## config.mk

```make
export PLATFORM = sky130hd
export DESIGN_NAME = rx_word_align
export DESIGN_NICKNAME = d
export VERILOG_FILES = /design/src/rtl/rx_word_align.sv
export SDC_FILE = /design/constraint.sdc
export NUM_CORES = 1
export LEC_CHECK = 0
export BUFFER_PORTS_ARGS = -buffer_cell sky130_fd_sc_hd__buf_2
export CAP_MARGIN = 20
export CORE_ASPECT_RATIO = 1.1
export CORE_UTILIZATION = 54
export DETAILED_ROUTE_END_ITERATION = 10
export PLACE_DENSITY = 0.76
export SLEW_MARGIN = 5
export SYNTH_ARGS = -nofsm -noshare
export SYNTH_HDL_FRONTEND = slang
export SYNTH_SLANG_ARGS = --single-unit
```

## constraint.sdc

```tcl
create_clock -name SCLK -period 4.75 [get_ports SCLK]
set_input_delay 0.475 -clock SCLK [delete_from_list [all_inputs] [get_ports SCLK]]
set_output_delay 0.475 -clock SCLK [all_outputs]
set_load 0.1 [all_outputs]
```

## src/rtl/rx_word_align.sv

```systemverilog
// Word-alignment stage: barrel-shifts the deserialized stream until the training
// pattern repeats MATCH_CNT times, then locks the offset and flags DONE (or ERR).
module rx_word_align #(
  parameter int unsigned              DATA_WIDTH    = 8,
  parameter logic [DATA_WIDTH-1:0]    TRAIN_PATTERN = 8'hF0,
  parameter int unsigned              MATCH_CNT     = 4,
  parameter int unsigned              SETTLE_WORDS  = 2,
  parameter int unsigned              MAX_SWEEPS    = 2
) (
  input  logic                          SCLK,
  input  logic                          RESET,
  input  logic                          BIT_ALGN_DONE,
  input  logic                          WORD_ALGN_RSTRT,
  input  logic [DATA_WIDTH-1:0]         RX_DATA,
  input  logic                          RX_VALID,
  output logic [DATA_WIDTH-1:0]         ALGN_DATA,
  output logic                          ALGN_VALID,
  output logic                          WORD_ALGN_DONE,
  output logic                          WORD_ALGN_ERR,
  output logic [$clog2(DATA_WIDTH)-1:0] WORD_ALGN_OFFSET
);

  localparam int OFF_W = $clog2(DATA_WIDTH);
  localparam int SET_W = (SETTLE_WORDS > 0) ? $clog2(SETTLE_WORDS + 1) : 1;
  localparam int MAT_W = $clog2(MATCH_CNT + 1);
  localparam int SWP_W = (MAX_SWEEPS > 0) ? $clog2(MAX_SWEEPS + 1) : 1;

  localparam logic [OFF_W-1:0] OFF_LAST = OFF_W'(DATA_WIDTH - 1);
  localparam logic [SET_W-1:0] SET_LAST = SET_W'((SETTLE_WORDS > 0) ? SETTLE_WORDS - 1 : 0);
  localparam logic [MAT_W-1:0] MAT_LAST = MAT_W'(MATCH_CNT - 1);
  localparam logic [SWP_W-1:0] SWP_MAX  = SWP_W'(MAX_SWEEPS);

  typedef enum logic [2:0] {S_IDLE, S_SETTLE, S_CHECK, S_LOCKED, S_ERROR} state_t;

  typedef struct packed {
    logic [OFF_W-1:0] offset;
    logic [SET_W-1:0] settle;
    logic [MAT_W-1:0] match;
    logic [SWP_W-1:0] sweep;
  } ctx_t;

  state_t                    state, state_n;
  ctx_t                      ctx, ctx_n;
  logic [DATA_WIDTH-1:0]     prev;
  logic [2*DATA_WIDTH-1:0]   window;
  logic [DATA_WIDTH-1:0]     shifted;

  assign window  = {RX_DATA, prev};
  assign shifted = window[ctx.offset +: DATA_WIDTH];

  always_comb begin
    state_n = state;
    ctx_n   = ctx;
    if (WORD_ALGN_RSTRT || !BIT_ALGN_DONE) begin
      state_n = S_IDLE;
      ctx_n   = '0;
    end else begin
      case (state)
        S_IDLE: begin
          ctx_n   = '0;
          state_n = S_SETTLE;
        end
        S_SETTLE: begin
          if (SETTLE_WORDS == 0) begin
            state_n      = S_CHECK;
            ctx_n.settle = '0;
            ctx_n.match  = '0;
          end else if (RX_VALID) begin
            if (ctx.settle == SET_LAST) begin
              state_n      = S_CHECK;
              ctx_n.settle = '0;
              ctx_n.match  = '0;
            end else begin
              ctx_n.settle = ctx.settle + 1'b1;
            end
          end
        end
        S_CHECK: begin
          if (RX_VALID) begin
            if (shifted == TRAIN_PATTERN) begin
              ctx_n.match = ctx.match + 1'b1;
              if (ctx.match == MAT_LAST) state_n = S_LOCKED;
            end else begin
              ctx_n.match  = '0;
              ctx_n.settle = '0;
              state_n      = S_SETTLE;
              if (ctx.offset == OFF_LAST) begin
                // Wrapping past the last offset closes one full sweep.
                ctx_n.offset = '0;
                ctx_n.sweep  = (ctx.sweep == SWP_MAX) ? ctx.sweep : ctx.sweep + 1'b1;
                if (ctx_n.sweep == SWP_MAX) state_n = S_ERROR;
              end else begin
                ctx_n.offset = ctx.offset + 1'b1;
              end
            end
          end
        end
        S_LOCKED: state_n = S_LOCKED;
        S_ERROR:  state_n = S_ERROR;
        default: begin
          state_n = S_IDLE;
          ctx_n   = '0;
        end
      endcase
    end
  end

  // Status flags follow the next state so they rise one cycle after the deciding word.
  always_ff @(posedge SCLK) begin
    if (RESET) begin
      state          <= S_IDLE;
      ctx            <= '0;
      prev           <= '0;
      ALGN_DATA      <= '0;
      ALGN_VALID     <= 1'b0;
      WORD_ALGN_DONE <= 1'b0;
      WORD_ALGN_ERR  <= 1'b0;
    end else begin
      state          <= state_n;
      ctx            <= ctx_n;
      ALGN_VALID     <= RX_VALID;
      WORD_ALGN_DONE <= (state_n == S_LOCKED);
      WORD_ALGN_ERR  <= (state_n == S_ERROR);
      if (RX_VALID) begin
        prev      <= RX_DATA;
        ALGN_DATA <= shifted;
      end
    end
  end

  assign WORD_ALGN_OFFSET = ctx.offset;

endmodule

```

# Word-level counts from Yosys, hierarchy flattened
# Index checks and enable logic that the tools add are counted.
# op_classes
addsub	4
n_eq_ne	17
shift	1
n_mux	22
bitwise_logic	2
n_reduce_logical	10
# ops
operator	n
two-way mux 3 bit	11
indexed part select 16 x 4 -> 8 bit	1
case mux 3 bit (5 select lines)	1
case mux 5 bit (3 select lines)	1
== test 3 x 2 -> 1 bit (second input constant)	4
AND reduction 4 bit	3
two-way mux 10 bit	1
two-way mux 5 bit	2
!= test 2 bit (second input constant)	5
== test 3 bit (second input constant)	3
== test 8 bit (second input constant)	1
two-way mux 2 bit	4
adder 3 x 1 -> 3 bit (second input constant)	2
case mux 3 bit (2 select lines)	1
adder 2 x 1 -> 2 bit (second input constant)	2
== test 2 bit (second input constant)	2
case mux 2 bit (2 select lines)	1
OR reduction 2 bit	2
== test 3 x 1 -> 1 bit (second input constant)	1
logical NOT 3 bit	1
AND reduction 3 bit	1
OR reduction 3 bit	1
== test 2 x 1 -> 1 bit (second input constant)	1
inverter 1 bit	2
other kinds (2)	2
# word_totals
register_bits	32
inputBits	13
out_inout_bits	14

# Longest topological paths before layout
# depth
depth_word	10
mapped_depth	9

# Worst setup path before layout
# Ideal clock, no wire load.
# synth_timing
kind	flip-flop to flip-flop
start	reg ctx, in the netlist WORD_ALGN_OFFSET[0]
end	reg WORD_ALGN_DONE
setup_ns	0.116
t_arrival_ns	1.889
required_time_ns	4.634
slack_ns	2.745
stages_incl_launch_ff	9
synth_period_minus_slack_ns	2.005
cell_sequence	dfxtp_1 > buf_6 > clkbuf_1 > mux2i_1 > mux2i_4 > o2111ai_4 > mux2i_1 > o22ai_1 > and3b_1
# synth_between
elab_chain_cells	7
word_cells_on_any_way	9
# synth_lines
element	line_no	source
start: declaration	43	ctx_t ctx, ctx_n;
start signal: assignment	120	ctx <= ctx_n;
indexed part select 16 x 4 -> 8 bit or == test 3 bit (tied branches)	49, 87	
== test 8 bit or two-way mux 3 bit (tied branches)	80, 87	
two-way mux 3 bit *	80	if (shifted == TRAIN_PATTERN) begin
two-way mux 3 bit *	79	if (RX_VALID) begin
case mux 3 bit (5 select lines) *	58	case (state)
two-way mux 3 bit *	54	if (WORD_ALGN_RSTRT || !BIT_ALGN_DONE) begin
== test 3 x 2 -> 1 bit *	122	WORD_ALGN_DONE <= (state_n == S_LOCKED);
end signal: assignment	122	
end: declaration	18	output logic WORD_ALGN_DONE,
# Mark *: on every way between the ends. The rest lies on a longest branch, timed or not.
# A chain may end at the register's enable or synchronous reset.

# Final worst setup path
# layout_timing
start	reg ctx, in the netlist WORD_ALGN_OFFSET[1]
end	reg ctx[0] in the netlist's numbering
# layout_between
elab_chain_cells	4
word_cells_on_any_way	6
# layout_lines
element	line_no	source
indexed part select 16 x 4 -> 8 bit	49	assign shifted = window[ctx.offset +: DATA_WIDTH];
== test 8 bit	80	
!= test 2 bit (no source line)	-	
AND reduction 4 bit (no source line) *	-	
# Marked as above.

==> impl_metrics.env <==
export IMPL_leakage_uw=0.0008070
export IMPL_critical_path_top_delay_family="flip-flops"
export IMPL_grt_ovfl_total=0
export IMPL_ir_worst_vdd_uv=181.7
export IMPL_fp_dieH_um=65.44
export IMPL_clock_sinks=32
export IMPL_ioPinCount=27
export IMPL_routed_via_density=5.688
export IMPL_vias=1604
export IMPL_grt_max_degree=32
export IMPL_dpl_cell_area_mm2=0.002051
export IMPL_nFillCells=322
export IMPL_seq_area_um2=640.6
export IMPL_worstSkewPairLatency_ps=350
export IMPL_antenna_cells=0
export IMPL_ys_warn_count=0
export IMPL_drive_gt1_share_pct=20.51
export IMPL_antenna_found_initial=0
export IMPL_period_share_pct=58.70
export IMPL_p_comb_share_pct=15.3
export IMPL_skew_ps=7.798
export IMPL_synth_nets=237
export IMPL_synth_top_area_share_pct=32.43
export IMPL_clk_pin_slew_ps=110
export IMPL_pwr_share_clk_pct=36.3
export IMPL_synth_distinct_cells=54
export IMPL_hold_viol_final=0
export IMPL_internal_power_uw=414.0
export IMPL_drv_cap=0
export IMPL_critPathMaxFanout=27
export IMPL_yosysMostFrequentCell="dfxtp_1"
export IMPL_ys_top_cells_by_count="dfxtp_1 (32), nor2_1 (28), mux2i_1 (26)"
export IMPL_cts_buffers=5
export IMPL_arrival_ps=3070
export IMPL_power_density_mw_per_mm2=276.6
export IMPL_cp_required_ps=5040
export IMPL_cpPeakStageDelay_ps=1030
export IMPL_drcViolationCount=0
export IMPL_finalWirelength_mm=4.150
export IMPL_critPathKind="flip-flop to flip-flop"
export IMPL_drt_pass1_iterations=4
export IMPL_grt_pass1_vias=1490
export IMPL_period_minus_slack_ps=2788
export IMPL_cts_setup_buffers=0
export IMPL_drv_slew=0
export IMPL_hold_path_class="input port to flip-flop"
export IMPL_wl_per_cell_um=14.72
export IMPL_die_area_mm2=0.003905
export IMPL_syn_to_final_growth_pct=7.853
export IMPL_synth_seq_cells=32
export IMPL_portBuffers=26
export IMPL_initial_core_util_pct=57.88
export IMPL_crit_path_cell_trace="mux4_2 -> mux2i_2 -> o2111ai_4 -> a21boi_4 -> a22o_1 -> o2bb2ai_1"
export IMPL_status="finished clean"
export IMPL_clock_fmax_ghz=0.3587
export IMPL_cpMaxStageDelayCell="dfxtp_1"
export IMPL_synth_seq_area_share_pct=32.43
export IMPL_stdcell_area_mm2=0.002131
export IMPL_relSlewSlack_pct=29.94
export IMPL_fin_nets=251
export IMPL_ys_flop_type="dfxtp_1"
export IMPL_synth_largest_area_cell="dfxtp_1"
export IMPL_grt_use_total_pct=23.56
export IMPL_hpwlAfterDp_mm=2.890
export IMPL_cp_end_kind="flip-flop"
export IMPL_cts_tree="done"
export IMPL_cts_resized_gates=0
export IMPL_synth_edff_count=0
export IMPL_postCtsHoldBufs=0
export IMPL_setup_viol=0
export IMPL_sw_frac_of_total_pct=29.76
export IMPL_power_frac_seq_pct=48.5
export IMPL_gp_congestion=0.8372
export IMPL_netSwitchingPower_uw=175.4
export IMPL_clock_root_buffer="clkbuf_4"
export IMPL_synth_area_leaders="dfxtp_1 (32%), mux2i_1 (13%), nor2_1 (5.3%)"
export IMPL_crit_buf_inv=0
export IMPL_synthArstFlopShare_pct=0
export IMPL_startpoint_type="flip-flop"
export IMPL_placement_rows=22
export IMPL_avgSynthCellArea_um2=9.021
export IMPL_fin_setup_tns_ps=0
export IMPL_worst_pin_slew_ps=1049
export IMPL_grt_pass1_wl_mm=6.865
export IMPL_first_iter_violations=84
export IMPL_cts_max_level=2
export IMPL_core_area_mm2=0.003413
export IMPL_rsz0062_at_grt="false"
export IMPL_die_w_um=59.67
export IMPL_clk_path_buf_depth=2
export IMPL_antenna_left=0
export IMPL_synth_cell_area_mm2=0.001976
export IMPL_multiInputGateArea_mm2=0.001190
export IMPL_synthCells=219
## tightest hold or removal path: cells and delay by family
family	cells	cell delay, ps
buffers and inverters	1	70
and+or+nand+nor	1	70
muxes	1	50
## per-stage QoR
step | util (%) | setup WS, ps | cells | total power, uW | hold slack (ps)
CTS | 62.43 | 1939 | 282 | 592.6 | 352.0
global route | 62.43 | 1798 | 282 | 613.5 | 372.7
finish | 62.43 | 1962 | 282 | 589.4 | 353.7
floorplan | - | 2745 | 219 | 360.3 | 410.1
detailed placement | 60.08 | 1955 | 274 | 380.9 | 429.1
global placement | 60.08 | 2086 | 274 | 379.9 | 425.7
## path summary, 6_finish.rpt
path	from	end	slack [ps]	cells after the start
setup / recovery	WORD_ALGN_OFFSET[1]	ctx[0]	1960	6
hold / removal	RX_DATA[7]	prev[7]	350	3
setup reg to reg	WORD_ALGN_OFFSET[1]	ctx[0]	1960	6
hold reg to reg	ctx[6]	ctx[6]	440	2
## flip-flops by register name, indices dropped and copies added (netlist names)
| name | cells |
|---|---|
| WORD_ALGN_ERR | 1 |
| WORD_ALGN_DONE | 1 |
| ctx | 7 |
| WORD_ALGN_OFFSET | 3 |
| prev | 8 |
| ALGN_DATA | 8 |
| state | 3 |
| ALGN_VALID | 1 |
## routing by layer
layer | routed length (um) | vias up | global-route usage [%]
met2 | 1941 | 35 | 37.92
met4 | 82 | 0 | 10.17
li1 | - | 811 | -
met1 | 1975 | 749 | 29.73
met5 | 0 | - | 0
met3 | 151 | 9 | 5.315
## final cells by class
| class | count | share of cell area, % |
|---|---|---|
| clock buffer | 5 | 1.762 |
| clock inverter | 3 | 1.996 |
| inverter | 8 | 1.409 |
| multi-input combinational | 160 | 55.84 |
| sequential | 32 | 30.06 |
| tap | 48 | 2.819 |
| timing repair buffer | 26 | 6.107 |
## power by group through the flow
stage	clock, uW	combinational [uW]	sequential (uW)
floorplan	0	42.0	318
global placement	0	88.4	292
detailed placement	0	89.5	291
CTS	217	89.9	285
global route	230	97.0	287
finish	214	90.0	286
## layout by cell type (no fill, tap or decap), types with 2 or more instances in the layout
master     count
nor3_1         6
nor3b_1        3
dfxtp_1       32
o21ai_0        5
ha_1           5
and2_1         2
nand2b_1       2
mux2_2         2
a31oi_1        2
o22ai_1        2
inv_1          7
nor2b_1        4
or4b_1         2
nand3_1        5
mux4_2         3
o2bb2ai_1      2
nand4b_1       2
a211oi_1       7
and3_1         3
or2_1          2
nand2_1       13
a21o_1         2
a21oi_1        6
nor2_1        28
o21ai_1        5
clkbuf_4       5
buf_2         26
mux2i_1       26
## cell families (layout without fill, tap and decap cells)
kind of cell               count (synthesis)  count (layout)  synth area share (%)
and+or+nand+nor                           77              77                 19.82
AOI/OAI and AO/OA                         44              44                 17.23
muxes                                     33              33                 19.57
DFF                                       32              32                 32.43
buffers and inverters                     27              42                 7.346
adders and majority gates                  5               5                 3.167
xor gates and xnor gates                   1               1                0.4434
(Power assumes the default switching activity.)
